**src/rtl/tmds_dc_balance.sv**
```systemverilog
// tmds_dc_balance: two-stage TMDS DC-balancing encoder.
// It turns a transition-minimized 9-bit word into a 10-bit symbol and keeps a running disparity.
module tmds_dc_balance #(
    parameter int CNT_W = 5
) (
    input  logic                    clk_in,
    input  logic                    rst_n_in,
    input  logic [8:0]              qm_in,
    input  logic                    ve_in,
    input  logic [1:0]              ctrl_in,
    output logic [9:0]              tmds_out,
    output logic signed [CNT_W-1:0] disparity_out
);
    localparam logic signed [CNT_W-1:0] ZERO  = CNT_W'(0);
    localparam logic signed [CNT_W-1:0] TWO   = CNT_W'(2);
    localparam logic signed [CNT_W-1:0] EIGHT = CNT_W'(8);
    localparam logic signed [CNT_W-1:0] LIM   = CNT_W'(10);

    logic [8:0]              qm_q;
    logic [3:0]              n1_q, n1_d;
    logic                    ve_q;
    logic [1:0]              ctrl_q;
    logic [9:0]              tmds_q, tmds_d, ctrl_sym;
    logic signed [CNT_W-1:0] cnt_q, cnt_d, n1_s, diff;
    logic                    pos, neg, case_a, case_b;

    always_comb begin
        n1_d = '0;
        for (int i = 0; i < 8; i++) n1_d = n1_d + {3'b0, qm_in[i]};
    end

    // diff is N1 - N0 = 2*N1 - 8
    always_comb begin
        n1_s     = CNT_W'(n1_q);
        diff     = n1_s + n1_s - EIGHT;
        pos      = !cnt_q[CNT_W-1] && cnt_q != ZERO;
        neg      = cnt_q[CNT_W-1];
        case_a   = cnt_q == ZERO || n1_q == 4'd4;
        case_b   = (pos && n1_q > 4'd4) || (neg && n1_q < 4'd4);
        ctrl_sym = ctrl_q[1] ? (ctrl_q[0] ? 10'h2AB : 10'h154)
                             : (ctrl_q[0] ? 10'h0AB : 10'h354);
        if (!ve_q) begin
            tmds_d = ctrl_sym;
            cnt_d  = ZERO;
        end else if (case_a) begin
            tmds_d = {~qm_q[8], qm_q[8], qm_q[8] ? qm_q[7:0] : ~qm_q[7:0]};
            cnt_d  = qm_q[8] ? cnt_q + diff : cnt_q - diff;
        end else if (case_b) begin
            tmds_d = {1'b1, qm_q[8], ~qm_q[7:0]};
            cnt_d  = cnt_q + (qm_q[8] ? TWO : ZERO) - diff;
        end else begin
            tmds_d = {1'b0, qm_q[8], qm_q[7:0]};
            cnt_d  = cnt_q + diff - (qm_q[8] ? ZERO : TWO);
        end
    end

    always_ff @(posedge clk_in or negedge rst_n_in) begin
        if (!rst_n_in) begin
            qm_q   <= '0;
            n1_q   <= '0;
            ve_q   <= 1'b0;
            ctrl_q <= 2'b00;
            tmds_q <= 10'h354;
            cnt_q  <= ZERO;
        end else begin
            qm_q   <= qm_in;
            n1_q   <= n1_d;
            ve_q   <= ve_in;
            ctrl_q <= ctrl_in;
            tmds_q <= tmds_d;
            cnt_q  <= cnt_d;
        end
    end

    // Legal input streams keep |cnt| <= 10; anything beyond is an upstream bug.
    assert property (@(posedge clk_in) disable iff (!rst_n_in) (cnt_q <= LIM) && (cnt_q >= -LIM));

    assign tmds_out      = tmds_q;
    assign disparity_out = cnt_q;
endmodule

```
**config.mk**
```make
export PLATFORM = sky130hd
export DESIGN_NAME = tmds_dc_balance
export DESIGN_NICKNAME = d
export VERILOG_FILES = /design/src/rtl/tmds_dc_balance.sv
export SDC_FILE = /design/constraint.sdc
export NUM_CORES = 1
export LEC_CHECK = 0
export ABC_AREA = 1
export ABC_CLOCK_PERIOD_IN_PS = 3100
export CORE_MARGIN = 1.5
export CORE_UTILIZATION = 40
export CTS_CLUSTER_SIZE = 12
export DETAILED_ROUTE_END_ITERATION = 8
export HOLD_SLACK_MARGIN = 0.03
export SLEW_MARGIN = 30
export SYNTH_ARGS = -nofsm -noshare
export SYNTH_HDL_FRONTEND = slang
export SYNTH_SLANG_ARGS = --single-unit
```
**constraint.sdc**
```tcl
create_clock -name clk_in -period 3.1 [get_ports clk_in]
set_input_delay 0.465 -clock clk_in [delete_from_list [all_inputs] [get_ports clk_in]]
set_output_delay 0.465 -clock clk_in [all_outputs]
set_load 0.03 [all_outputs]
```
Word-level counts from Yosys, hierarchy flattened
Cells that the tools add are included.
{"block": "word_totals", "ff_bits": 31, "input_bits": 14}
{"block": "op_classes", "bitwise_logic": 2, "n_lt_le_gt_ge": 2, "n_eq_ne": 1, "n_reduce_logical": 8, "mux": 13, "add_sub_neg": 14}
{"operator": "10-bit two-way mux", "count": 6}
{"operator": "5-bit two-way mux", "count": 4}
{"operator": "4-bit by 1-bit adder with 4-bit output", "count": 4}
{"operator": "5-bit subtractor", "count": 2}
{"operator": "8-bit two-way mux", "count": 1}
{"operator": "8-bit inverter", "count": 1}
{"operator": "4-bit by 4-bit adder with 5-bit output", "count": 1}
{"operator": "5-bit by 3-bit adder with 5-bit output", "count": 1}
{"operator": "5-bit adder", "count": 1}
{"operator": "5-bit zero test", "count": 1}
{"operator": "5-bit nonzero test", "count": 1}
{"operator": "5-bit by 3-bit subtractor with 5-bit output", "count": 1}
{"operator": "5-bit subtractor (second input constant)", "count": 1}
{"operator": "3-bit by 1-bit adder with 4-bit output", "count": 1}
{"operator": "4-bit by 3-bit equality test with 1-bit output (second input constant)", "count": 1}
{"operator": "4-bit by 3-bit > comparator with 1-bit output (second input constant)", "count": 1}
{"operator": "4-bit by 3-bit less-than comparator with 1-bit output (second input constant)", "count": 1}
{"operator": "2-bit two-way mux", "count": 2}
{"operator": "2-bit by 1-bit adder with 3-bit output", "count": 1}
{"operator": "1-bit logical AND", "count": 3}
{"operator": "1-bit by 1-bit adder with 2-bit output", "count": 1}
{"operator": "1-bit logical OR", "count": 2}
{"operator": "1-bit zero test", "count": 1}
{"operator": "1-bit inverter", "count": 1}

Depth between registers and ports, before layout
{"block": "depth", "ltp_word": 7, "ltp_mapped": 11, "ltp_nobuf": 11}

Least setup slack after synthesis
No wires, ideal clock.
{"block": "synth_timing", "path_type": "input port to flip-flop", "startpoint": "input qm_in[0]", "endpoint": "register n1_q[2]", "required_time_ps": 2977, "n_path_buf": 0, "t_arrival_ps": 2646, "path_slack_ps": 331, "stages": 9, "path_cell_list": "fa_1 > inv_1 > fa_1 > fa_1 > inv_1 > ha_1 > inv_1 > fa_1 > xnor2_1"}
{"block": "synth_via", "elab_chain_len": 7}
{"item": "start, declared", "line": "8", "source": "input logic [8:0] qm_in,"}
{"item": "1-bit by 1-bit adder with 2-bit output", "line": "29", "source": "for (int i = 0; i < 8; i++) n1_d = n1_d + {3'b0, qm_in[i]};"}
{"item": "2-bit by 1-bit adder with 3-bit output", "line": "29"}
{"item": "3-bit by 1-bit adder with 4-bit output", "line": "29"}
{"item": "4-bit by 1-bit adder with 4-bit output (4 in a row)", "line": "29"}
{"item": "named net n1_d[2]", "line": "20", "source": "logic [3:0] n1_q, n1_d;"}
{"item": "end signal, assigned", "line": "67", "source": "n1_q <= n1_d;"}
{"item": "end, declared", "line": "20"}
The timed path passes the listed nets, and every way through them passes these cells.

Final worst setup path
{"block": "layout_timing", "startpoint": "input qm_in[0]", "endpoint": "register n1_q[1]"}
The elaborated chain is that of the path after synthesis.

==> results.py <==
metrics = {
    "cells_and_area": {
        "seqCellArea_um2": 757,
        "diodes": 0,
        "multi_input_area_um2": 956,
        "drive_gt1_share_pct": 9.84,
        "final_cells": 306,
        "area_delta_synth_final_pct": 22.5,
        "nFillCells": 422,
        "finalNetCount": 291,
    },
    "detailed_routing": {
        "drt_wl_total_um": 3520,
        "drt_iter0_drc": 72,
        "viasPerCell": 4.59,
        "drc": 0,
        "wire_per_inst_um": 11.5,
        "drtAntennaViolNets": 0,
        "dr.pass1.iters": 6,
        "via_count": 1405,
    },
    "placement": {
        "port_buffers": 27,
        "hpwl_um": 2790,
        "preCtsSetupSlack_ps": -210,
        "gp_congestion": 0.863,
        "place_inst": 298,
    },
    "logic_synthesis": {
        "synth_edf_count": 0,
        "synth.most_common_cell": "nand2_1",
        "ys_types": 29,
        "synth_seq_area_share_pct": 39.9,
        "ys.flop_type": "dfrtp_1",
        "synth.net_count": 257,
        "yosysWarnings": 0,
        "avgSynthCellArea_um2": 8.66,
        "syn_area_um2": 1900,
        "async_flop_share_pct": 100,
        "synth.top_cell.area_share_pct": 33.0,
        "ys_ff_latch": 30,
        "synth.top_cells.by_count": "54 x nand2_1, 39 x inv_1, 26 x nand3_1",
        "synth_area_leaders": "dfrtp_1 33%, nand2_1 11%, ha_1 11%",
        "synth_top_cell_by_area": "dfrtp_1",
        "synth_cells": 219,
    },
    "sta": {
        "rsz0062_at_grt": "false",
        "slew_headroom_pct": 65.3,
        "fin_tns_setup_ps": 0,
        "setup_viol": 0,
        "worst_slack_ps": 86.0,
        "fin_crit_ps": 3010,
        "fmax_mhz": 332,
        "post-route-period-util_pct": 97.2,
        "final_hold_viol_count": 0,
        "drv_slew": 0,
        "worst_slew_pin_slew_ps": 521,
        "skew_ps": 3.48,
    },
    "run": {
        "cap_violations": 0,
    },
    "cts": {
        "cts_resized": 0,
        "cts_max_level": 2,
        "numCtsBuffers": 5,
        "cts_root_buf": "clkbuf_8",
        "clkLatencyLatePin_ps": 280,
        "cts_sinks": 30,
        "post_cts_buffers": 0,
        "clk_transition_reported_paths_ps": 60,
        "cts_hold_buffers": 0,
        "cts_tree": "yes",
        "clk_path_buf_depth": 2,
    },
    "power_and_ir_drop": {
        "power_density_nw_per_um2": 1030,
        "power.clock.fraction_pct": 13.2,
        "combinationalPowerShare_pct": 62.5,
        "switching_share_pct": 47.4,
        "power_switching_mw": 1.14,
        "leakagePower_nw": 1.18,
        "power_frac_seq_pct": 24.3,
        "peakVddDrop_mv": 0.334,
        "p_int_mw": 1.26,
    },
    "worst_setup_path": {
        "cp_max_fo": 2,
        "worstSetupPathType": "primary input to flop",
        "reg2reg_from": "qm_q[8]$_DFF_PN0_",
        "start_kind": "primary input",
        "cp.arrival_ps": 3190,
        "required_ps": 3270,
        "critPathLaunch": "qm_in[0]",
        "cp-end-kind": "flop",
    },
    "floorplan": {
        "placeableCoreArea_um2": 4440,
        "row_count": 24,
        "fp.dieH_um": 71.9,
        "ios": 29,
        "start_util_pct": 42.7,
        "fp.dieW_um": 71.9,
        "die_area_um2": 5160,
    },
    "run_status": {
        "run_status": "finished, final reports clean",
    },
    "global_routing": {
        "grt.total_usage_pct": 15.5,
        "antenna_found_initial": 0,
        "grt_overflow": 0,
        "grt_pass1_vias": 1327,
        "grt_pass1_wl_um": 6040,
        "grt_max_degree": 31,
    },
    "min_path": {
        "hold_class": "flop to flop",
        "worstHoldStart": "qm_q[7]$_DFF_PN0_",
    },
}
## cell families (layout without fill, tap and decap cells)
group	count (synthesis)	in the layout	share of synthesized area (%)
simple gates	98	98	23.9
xor+xnor	3	3	1.39
buf+inv	44	79	9.70
compound gates	19	19	5.94
fa+ha+maj	24	24	19.0
flops	30	30	39.9
other cells	1	1	0.198
## state kept, by name (all words and copies together), names as in the netlist
signal         cells
n1_q               4
tmds_out          10
ve_q               1
qm_q               9
ctrl_q             2
disparity_out      4
## worst max-delay path: stages
cell and delay (ps):
clkdlybuf4s50_1 450, fa_1 540, inv_1 50, fa_1 490, fa_1 410, inv_1 60
ha_1 150, inv_1 50, fa_1 470, inv_1 40
## stage by stage
stage	utilization, %	hold slack [ps]	cell area [µm²]	total power [mW]
2_1_floorplan	-	169	1900	1.70
3_3_place_gp	50.1	439	2230	2.08
3_5_place_dp	50.1	437	2230	2.09
4_1_cts	52.3	445	2320	2.42
5_1_grt	52.3	481	2320	2.66
6_report	52.3	440	2320	2.40
## cells in the final DEF (no fill, tap or decap), drive strengths merged, types with 4 or more instances in the layout
cell type	instances
a21oi	4
clkbuf	6
clkdlybuf4s50	27
dfrtp	25
dfstp	5
fa	8
ha	16
inv	41
nand2	58
nand3	28
nor2	10
o21ai	12
## power by group through the flow
| stage | clock [mW] | combinational [mW] | sequential (mW) |
|---|---|---|---|
| after floorplan | 0 | 0.983 | 0.713 |
| after global placement | 0 | 1.49 | 0.591 |
| after detailed placement | 0 | 1.50 | 0.593 |
| after CTS | 0.331 | 1.51 | 0.585 |
| after global routing | 0.354 | 1.71 | 0.595 |
| final | 0.317 | 1.50 | 0.583 |
## cell type report
class	instances	share of cell area [%]
Sequential cell	30	32.6
Timing Repair Buffer	29	12.3
Tap cell	52	2.80
Multi-Input combinational cell	145	41.1
Clock inverter	2	0.539
Inverter	42	7.11
Clock buffer	6	3.55
## path summary, 6_finish.rpt
check / endpoint / slack, ps / cells after the start
min reg2reg: tmds_out[7]$_DFF_PN0_ / 440 / 1
max: n1_q[1]$_DFF_PN0_ / 90 / 10
max in group asynchronous: tmds_out[9]$_DFF_PN1_ / 2230 / 2
min: tmds_out[7]$_DFF_PN0_ / 440 / 1
max reg2reg: disparity_out[3]$_DFF_PN0_ / 960 / 6
min in group asynchronous: tmds_out[5]$_DFF_PN0_ / 570 / 2
## per-layer routing
layer	wire length [µm]	vias to the layer above	track usage [%]	part of all wire, %
li1	-	741	-	-
met1	1790	625	22.4	51
met2	1540	33	22.6	44
met3	129	6	3.80	3.7
met4	55	0	5.66	1.6
met5	0	-	0	0
Power figures use the tool's default switching activity.
